--- config.mk ---
export PLATFORM = sky130hd
export DESIGN_NAME = spi_prog_master_flat
export DESIGN_NICKNAME = d
export VERILOG_FILES = /design/src/rtl/spi_prog_pkg.sv /design/src/rtl/spi_prog_master_if.sv /design/src/rtl/spi_prog_sclk_gen.sv /design/src/rtl/spi_prog_master.sv /design/src/flat_wrapper.sv
export SDC_FILE = /design/constraint.sdc
export NUM_CORES = 1
export LEC_CHECK = 0
export CAP_MARGIN = 20
export CORE_MARGIN = 1.5
export CORE_UTILIZATION = 30
export DETAILED_ROUTE_END_ITERATION = 12
export GPL_ROUTABILITY_DRIVEN = 0
export PLACE_DENSITY = 0.49
export SYNTH_ARGS = -nofsm -noshare
export SYNTH_HDL_FRONTEND = slang
export SYNTH_HIERARCHICAL = 1
export SYNTH_SLANG_ARGS = --single-unit
--- constraint.sdc ---
create_clock -name clk -period 2.73 [get_ports clk]
set_clock_uncertainty 0.05 [all_clocks]
set_input_delay 0.4095 -clock clk [delete_from_list [all_inputs] [get_ports clk]]
set_output_delay 0.4095 -clock clk [all_outputs]
set_load 0.005 [all_outputs]
--- src/rtl/spi_prog_pkg.sv ---
// Shared opcodes, frame geometry and FSM state encoding for the SPI programming master.
package spi_prog_pkg;

  localparam logic [7:0] OP_DATECODE = 8'h01;
  localparam logic [7:0] OP_STATUS   = 8'h02;
  localparam logic [7:0] OP_WR_CTRL  = 8'h03;
  localparam logic [7:0] OP_WR_ADDR  = 8'h04;
  localparam logic [7:0] OP_RD_ADDR  = 8'h05;
  localparam logic [7:0] OP_WR_DATA  = 8'h06;
  localparam logic [7:0] OP_LD_DATA  = 8'h07;
  localparam logic [7:0] OP_RD_DATA  = 8'h08;

  localparam int FRAME_BITS = 40;
  localparam int RSP_BITS   = 32;

  typedef enum logic [2:0] {
    IDLE,
    SETUP,
    SHIFT,
    HOLD,
    GAP
  } state_t;

endpackage

--- src/rtl/spi_prog_master_if.sv ---
// Command/response handshake between the host sequencer (master) and the SPI engine (slave).
interface spi_prog_master_if;
  import spi_prog_pkg::*;

  logic                  cmd_valid;
  logic                  cmd_ready;
  logic [7:0]            cmd_op;
  logic [RSP_BITS-1:0]   cmd_data;
  logic                  rsp_valid;
  logic [RSP_BITS-1:0]   rsp_data;
  logic                  busy;

  modport master (
    output cmd_valid, cmd_op, cmd_data,
    input  cmd_ready, rsp_valid, rsp_data, busy
  );

  modport slave (
    input  cmd_valid, cmd_op, cmd_data,
    output cmd_ready, rsp_valid, rsp_data, busy
  );

endinterface

--- src/rtl/spi_prog_sclk_gen.sv ---
// SCLK generator: half-period counter producing spi_clk plus strobes that mark the edge about to happen.
module spi_prog_sclk_gen #(
  parameter int HALF_PERIOD = 8
) (
  input  logic clk,
  input  logic rst_n,
  input  logic en,
  output logic spi_clk,
  output logic rise,
  output logic fall
);

  localparam logic [15:0] HP_LAST = 16'(HALF_PERIOD - 1);

  logic [15:0] hp_cnt_reg;
  logic        sclk_reg;
  logic        half_done;

  assign half_done = en && (hp_cnt_reg == HP_LAST);

  // Disabled means parked at the start of a low half, so every frame begins identically.
  always_ff @(posedge clk or negedge rst_n) begin
    if (!rst_n) begin
      hp_cnt_reg <= '0;
      sclk_reg   <= 1'b0;
    end else if (!en) begin
      hp_cnt_reg <= '0;
      sclk_reg   <= 1'b0;
    end else if (half_done) begin
      hp_cnt_reg <= '0;
      sclk_reg   <= ~sclk_reg;
    end else begin
      hp_cnt_reg <= hp_cnt_reg + 16'd1;
    end
  end

  assign rise    = half_done & ~sclk_reg;
  assign fall    = half_done &  sclk_reg;
  assign spi_clk = sclk_reg;

endmodule

--- src/rtl/spi_prog_master.sv ---
// SPI command engine: sends {op,data} MSB-first and returns the 32-bit word clocked in after the opcode.
// Optional build macro SPI_PROG_MASTER_LOOPBACK_EN adds a loopback input feeding rx from the outgoing MOSI.
module spi_prog_master
  import spi_prog_pkg::*;
#(
  parameter int HALF_PERIOD = 8,
  parameter int CS_SETUP    = 4,
  parameter int CS_GAP      = 16
) (
  input  logic              clk,
  input  logic              rst_n,
  spi_prog_master_if.slave  cmd_if,
`ifdef SPI_PROG_MASTER_LOOPBACK_EN
  input  logic              loopback,
`endif
  output logic              spi_clk,
  output logic              spi_en_n,
  output logic              spi_mosi,
  input  logic              spi_miso
);

  localparam logic [15:0] SETUP_LAST = 16'(CS_SETUP - 1);
  localparam logic [15:0] HOLD_LAST  = 16'(HALF_PERIOD - 1);
  localparam logic [15:0] GAP_LAST   = 16'(CS_GAP - 1);
  localparam logic [5:0]  LAST_BIT   = 6'(FRAME_BITS);
  localparam logic [5:0]  FIRST_RX   = 6'(FRAME_BITS - RSP_BITS);

  state_t                state_reg, state_next;
  logic [15:0]           cnt_reg, cnt_next;
  logic [5:0]            bit_cnt_reg, bit_cnt_next;
  logic [FRAME_BITS-1:0] shreg_reg, shreg_next;
  logic [RSP_BITS-1:0]   rx_reg, rx_next;
  logic [RSP_BITS-1:0]   rsp_data_reg, rsp_data_next;
  logic                  en_n_reg, en_n_next;
  logic                  rsp_valid_reg, rsp_valid_next;
  logic [1:0]            miso_sync_reg;
  logic                  rx_bit;
  logic                  sclk_rise, sclk_fall;

  spi_prog_sclk_gen #(
    .HALF_PERIOD(HALF_PERIOD)
  ) u_sclk_gen (
    .clk     (clk),
    .rst_n   (rst_n),
    .en      (state_reg == SHIFT),
    .spi_clk (spi_clk),
    .rise    (sclk_rise),
    .fall    (sclk_fall)
  );

  always_ff @(posedge clk or negedge rst_n) begin
    if (!rst_n) begin
      miso_sync_reg <= '0;
    end else begin
      miso_sync_reg <= {miso_sync_reg[0], spi_miso};
    end
  end

`ifdef SPI_PROG_MASTER_LOOPBACK_EN
  assign rx_bit = loopback ? shreg_reg[FRAME_BITS-1] : miso_sync_reg[1];
`else
  assign rx_bit = miso_sync_reg[1];
`endif

  always_ff @(posedge clk or negedge rst_n) begin
    if (!rst_n) begin
      state_reg     <= IDLE;
      cnt_reg       <= '0;
      bit_cnt_reg   <= '0;
      shreg_reg     <= '0;
      rx_reg        <= '0;
      rsp_data_reg  <= '0;
      en_n_reg      <= 1'b1;
      rsp_valid_reg <= 1'b0;
    end else begin
      state_reg     <= state_next;
      cnt_reg       <= cnt_next;
      bit_cnt_reg   <= bit_cnt_next;
      shreg_reg     <= shreg_next;
      rx_reg        <= rx_next;
      rsp_data_reg  <= rsp_data_next;
      en_n_reg      <= en_n_next;
      rsp_valid_reg <= rsp_valid_next;
    end
  end

  always_comb begin
    state_next     = state_reg;
    cnt_next       = cnt_reg;
    bit_cnt_next   = bit_cnt_reg;
    shreg_next     = shreg_reg;
    rx_next        = rx_reg;
    rsp_data_next  = rsp_data_reg;
    en_n_next      = en_n_reg;
    rsp_valid_next = 1'b0;

    unique case (state_reg)
      IDLE: begin
        if (cmd_if.cmd_valid) begin
          state_next   = SETUP;
          cnt_next     = '0;
          bit_cnt_next = '0;
          shreg_next   = {cmd_if.cmd_op, cmd_if.cmd_data};
          rx_next      = '0;
          en_n_next    = 1'b0;
        end
      end
      SETUP: begin
        if (cnt_reg == SETUP_LAST) begin
          state_next = SHIFT;
          cnt_next   = '0;
        end else begin
          cnt_next = cnt_reg + 16'd1;
        end
      end
      SHIFT: begin
        // Bits after the opcode carry the slave's reply; sample them as SCLK rises.
        if (sclk_rise) begin
          bit_cnt_next = bit_cnt_reg + 6'd1;
          if (bit_cnt_reg >= FIRST_RX) begin
            rx_next = {rx_reg[RSP_BITS-2:0], rx_bit};
          end
        end
        if (sclk_fall) begin
          if (bit_cnt_reg == LAST_BIT) begin
            state_next = HOLD;
            shreg_next = '0;
          end else begin
            shreg_next = {shreg_reg[FRAME_BITS-2:0], 1'b0};
          end
        end
      end
      HOLD: begin
        if (cnt_reg == HOLD_LAST) begin
          state_next     = GAP;
          cnt_next       = '0;
          en_n_next      = 1'b1;
          rsp_valid_next = 1'b1;
          rsp_data_next  = rx_reg;
        end else begin
          cnt_next = cnt_reg + 16'd1;
        end
      end
      GAP: begin
        if (cnt_reg == GAP_LAST) begin
          state_next = IDLE;
          cnt_next   = '0;
        end else begin
          cnt_next = cnt_reg + 16'd1;
        end
      end
      default: begin
        state_next = IDLE;
      end
    endcase
  end

  assign cmd_if.cmd_ready = (state_reg == IDLE);
  assign cmd_if.busy      = (state_reg != IDLE);
  assign cmd_if.rsp_valid = rsp_valid_reg;
  assign cmd_if.rsp_data  = rsp_data_reg;
  assign spi_en_n         = en_n_reg;
  assign spi_mosi         = shreg_reg[FRAME_BITS-1];

endmodule

--- src/flat_wrapper.sv ---
// flat-port wrapper written by rule: the top's interface ports become plain ports
module spi_prog_master_flat import spi_prog_pkg::*;
#(
  parameter int HALF_PERIOD = 8,
  parameter int CS_SETUP    = 4,
  parameter int CS_GAP      = 16
)
  (clk, rst_n, spi_clk, spi_en_n, spi_mosi, spi_miso, cmd_if_cmd_valid, cmd_if_cmd_op, cmd_if_cmd_data, cmd_if_cmd_ready, cmd_if_rsp_valid, cmd_if_rsp_data, cmd_if_busy);
  spi_prog_master_if cmd_if_i ();
  input  logic clk;
  input  logic rst_n;
  output logic spi_clk;
  output logic spi_en_n;
  output logic spi_mosi;
  input  logic spi_miso;
  input wire logic [$bits(cmd_if_i.cmd_valid)-1:0] cmd_if_cmd_valid;
  input wire logic [$bits(cmd_if_i.cmd_op)-1:0] cmd_if_cmd_op;
  input wire logic [$bits(cmd_if_i.cmd_data)-1:0] cmd_if_cmd_data;
  output wire logic [$bits(cmd_if_i.cmd_ready)-1:0] cmd_if_cmd_ready;
  output wire logic [$bits(cmd_if_i.rsp_valid)-1:0] cmd_if_rsp_valid;
  output wire logic [$bits(cmd_if_i.rsp_data)-1:0] cmd_if_rsp_data;
  output wire logic [$bits(cmd_if_i.busy)-1:0] cmd_if_busy;
  assign cmd_if_i.cmd_valid = cmd_if_cmd_valid;
  assign cmd_if_i.cmd_op = cmd_if_cmd_op;
  assign cmd_if_i.cmd_data = cmd_if_cmd_data;
  assign cmd_if_cmd_ready = cmd_if_i.cmd_ready;
  assign cmd_if_rsp_valid = cmd_if_i.rsp_valid;
  assign cmd_if_rsp_data = cmd_if_i.rsp_data;
  assign cmd_if_busy = cmd_if_i.busy;
  spi_prog_master #(.HALF_PERIOD(HALF_PERIOD), .CS_SETUP(CS_SETUP), .CS_GAP(CS_GAP)) u_core (.clk(clk), .rst_n(rst_n), .cmd_if(cmd_if_i), .spi_clk(spi_clk), .spi_en_n(spi_en_n), .spi_mosi(spi_mosi), .spi_miso(spi_miso));
endmodule
==> impl_metrics.ini <==
[cts]
cts_setup_buffers = 0
cts_tree = built
cts-htree-levels = 4
clockRootBuffer = clkbuf_16
path_clk_slew_ps = 60
clock-sinks = 150
numCtsBuffers = 17
max-clock-path-buffers = 2
clkLatencyLatePin_ps = 420

[floorplanning]
die_y_um = 154
core_area_sq_um = 22500
ios = 82
die_x_um = 154
initial_core_util_pct = 30.4
dieArea_sq_um = 23700
num_rows = 55

[layout]
area_growth_pct = 24.8
drive_above_1_share_pct = 13.0
nets = 798
largest_reg_flops = 40
fill_cells = 2226
fin_util_pct = 37.9
antenna_cells = 0

[sta]
drv_slew = 0
fmax_ghz = 0.398
fin_crit_ps = 2520
fin_ws_ps = 215
rsz0062_at_grt = no
hold_viol = 0
slew_headroom_pct = 46.8
worst_pin_slew_ps = 799
fin_crit_sh_pct = 92.1
setup_viol = 0
setup_tns_ps = 0

[job]
drv_cap = 0

[critical_path]
end_kind = output port
worst-path-buf-inv = 1
crit_type = register to output port
crit_path_cell_trace = nor3_1, clkdlybuf4s50_1
crit_family = buffers and inverters
slowest_stage = clkdlybuf4s50_1
start_kind = register
crit_path_max_fanout = 11
critPathArrivalTime_ps = 2060
critPathMaxStageDelay_ps = 610
required_ps = 2270

[logic_synthesis]
avgSynthCellArea_sq_um = 10.1
synthCells = 677
synth_flop_cell = dfrtp_1
synth_nets = 726
synth_edf_count = 0
netlist_area_sq_um = 6830
yosys_warnings = 6
synthArstFlopShare_pct = 100
yosysUniqueCellTypes = 47
seq_area_frac_synth_pct = 55.0
synth_seq_cells = 150

[pwr]
p_sw_share_pct = 32.5
p_per_area_nw_per_um2 = 776
ir_worst_vdd_mv = 0.332
p_seq_share_pct = 42.6
combPwrFrac_pct = 23.3
switchingPower_mw = 2.15
p_leak_nw = 3.60
p_int_mw = 4.46
power_mw = 6.61
p_clk_share_pct = 34.1

[drt]
routed_via_density = 4.74
antenna_left = 0
wl_mm = 14.1
drt_iter0_markers = 249
drcViolationCount = 0
detail_route.wl_per_cell_um = 13.5
firstDrtPassIters = 4
via_count = 4967

[grt]
grt_pass1_wl_mm = 24.5
grt_pass1_vias = 4899
antenna_found_initial = 0
grt_usage_pct = 12.7
grt_max_degree = 81
grt_overflow = 0

[worst_hold_path]
hp-class = register to register

[placement]
place_ws_ps = 268
dp_hpwl_mm = 9.35
port_buffers = 81

[run_status]
status = finished, final reports clean
[synthesized netlist by cell type, types with 2 or more instances]
cell type	n	area share, %
nand2_1	118	6.5
nor4_1	2	0.18
a21oi_1	5	0.37
nor3b_1	2	0.22
and2_1	2	0.18
nand4_1	14	1.3
and3_1	9	0.82
xor2_1	15	1.9
or4_4	2	0.33
a31oi_1	39	3.6
nand3_1	53	3.9
buf_6	3	0.49
xnor2_1	12	1.5
clkbuf_1	28	1.5
dfrtp_1	149	55
nor2_1	78	4.3
buf_1	5	0.27
a21boi_0	2	0.22
mux2_2	5	0.82
nand2b_1	4	0.37
buf_2	2	0.15
ha_1	5	0.92
nor2_2	2	0.18
nor4_4	2	0.62
and4_1	3	0.38
inv_1	13	0.71
buf_12	3	0.88
o21ai_0	41	3.0
nor3_1	13	0.95
mux2_4	28	6.2
nor4_2	2	0.37
[final timing paths]
kind	start	end	slack (ps)	depth (start not counted)
max in group asynchronous	rst_n	u_core/shreg_reg[7]$_DFFE_PN0P_	1380	3
setup / recovery	u_core/state_reg[1]$_DFFE_PN0P_	cmd_if_cmd_ready	210	2
hold / removal	u_core/miso_sync_reg[0]$_DFF_PN0_	u_core/miso_sync_reg[1]$_DFF_PN0_	300	0
setup reg to reg	u_core/u_sclk_gen/hp_cnt_reg[0]$_DFF_PN0_	u_core/shreg_reg[10]$_DFFE_PN0P_	270	10
min in group asynchronous	rst_n	u_core/cmd_if.rsp_data[6]$_DFFE_PN0P_	480	2
hold reg to reg	u_core/miso_sync_reg[0]$_DFF_PN0_	u_core/miso_sync_reg[1]$_DFF_PN0_	300	0
[power groups by stage]
stage | Clock (mW) | Sequential, mW | Combinational, mW
after floorplan | 0 | 2.77 | 1.13
after global placement | 0 | 2.84 | 1.52
after detailed placement | 0 | 2.86 | 1.56
after CTS | 2.34 | 2.82 | 1.57
after global routing | 2.42 | 2.87 | 1.75
final | 2.26 | 2.82 | 1.54
[final cells by class]
| type | count | area, sq um | area share (%) |
|---|---|---|---|
| clock inverters | 14 | 139 | 1.63 |
| clock buffers | 18 | 429 | 5.03 |
| repair buffers | 95 | 982 | 11.5 |
| flip-flops and latches | 150 | 3750 | 44.0 |
| well taps | 285 | 357 | 4.18 |
| multi-input cells | 472 | 2820 | 33.0 |
| inverters | 13 | 48.8 | 0.572 |
[kinds of logic (layout without fill, tap and decap cells)]
group	Yosys count	count (layout)	synth area share, %
simple gates	314	314	21.6
mux	34	34	7.12
fa+ha+maj	5	5	0.916
compound gates	92	92	7.77
xor+xnor	27	27	3.46
flops	150	150	55.0
buf+inv	55	140	4.16
[metal layers]
metal,part of all wire (%),vias to the layer above,GRT usage [%]
met2,48,93,20.1
met1,48,2408,17.1
met4,0.54,0,3.19
met3,3.4,5,3.35
met5,0,-,0
li1,-,2461,-
[metrics by stage]
step | hold WS (ps) | std cells | area (sq um)
2_1_floorplan | 63.9 | 677 | 6830
3_3_place_gp | 294 | 1014 | 7950
3_5_place_dp | 288 | 1014 | 7950
4_1_cts | 308 | 1047 | 8520
5_1_grt | 317 | 1047 | 8530
6_report | 305 | 1047 | 8530
[cells in the final DEF (no fill, tap or decap), drive strengths merged, types with 6 or more instances in the layout]
master,n
nand3,55
and3,9
clkbuf,18
nand4,14
nor3,13
nand2,119
mux2,33
buf,14
dfrtp,149
nor4,6
a31oi,39
nor2,80
xnor2,12
clkdlybuf4s50,80
xor2,15
o21ai,41
inv,19
[timing repair]
action	in CTS	in global routing
hold buffers	1	0
endpoints found under the setup margin	0	2
endpoints found under the hold margin	57	0
resized for setup	0	1
Power figures use the tool's default switching activity.
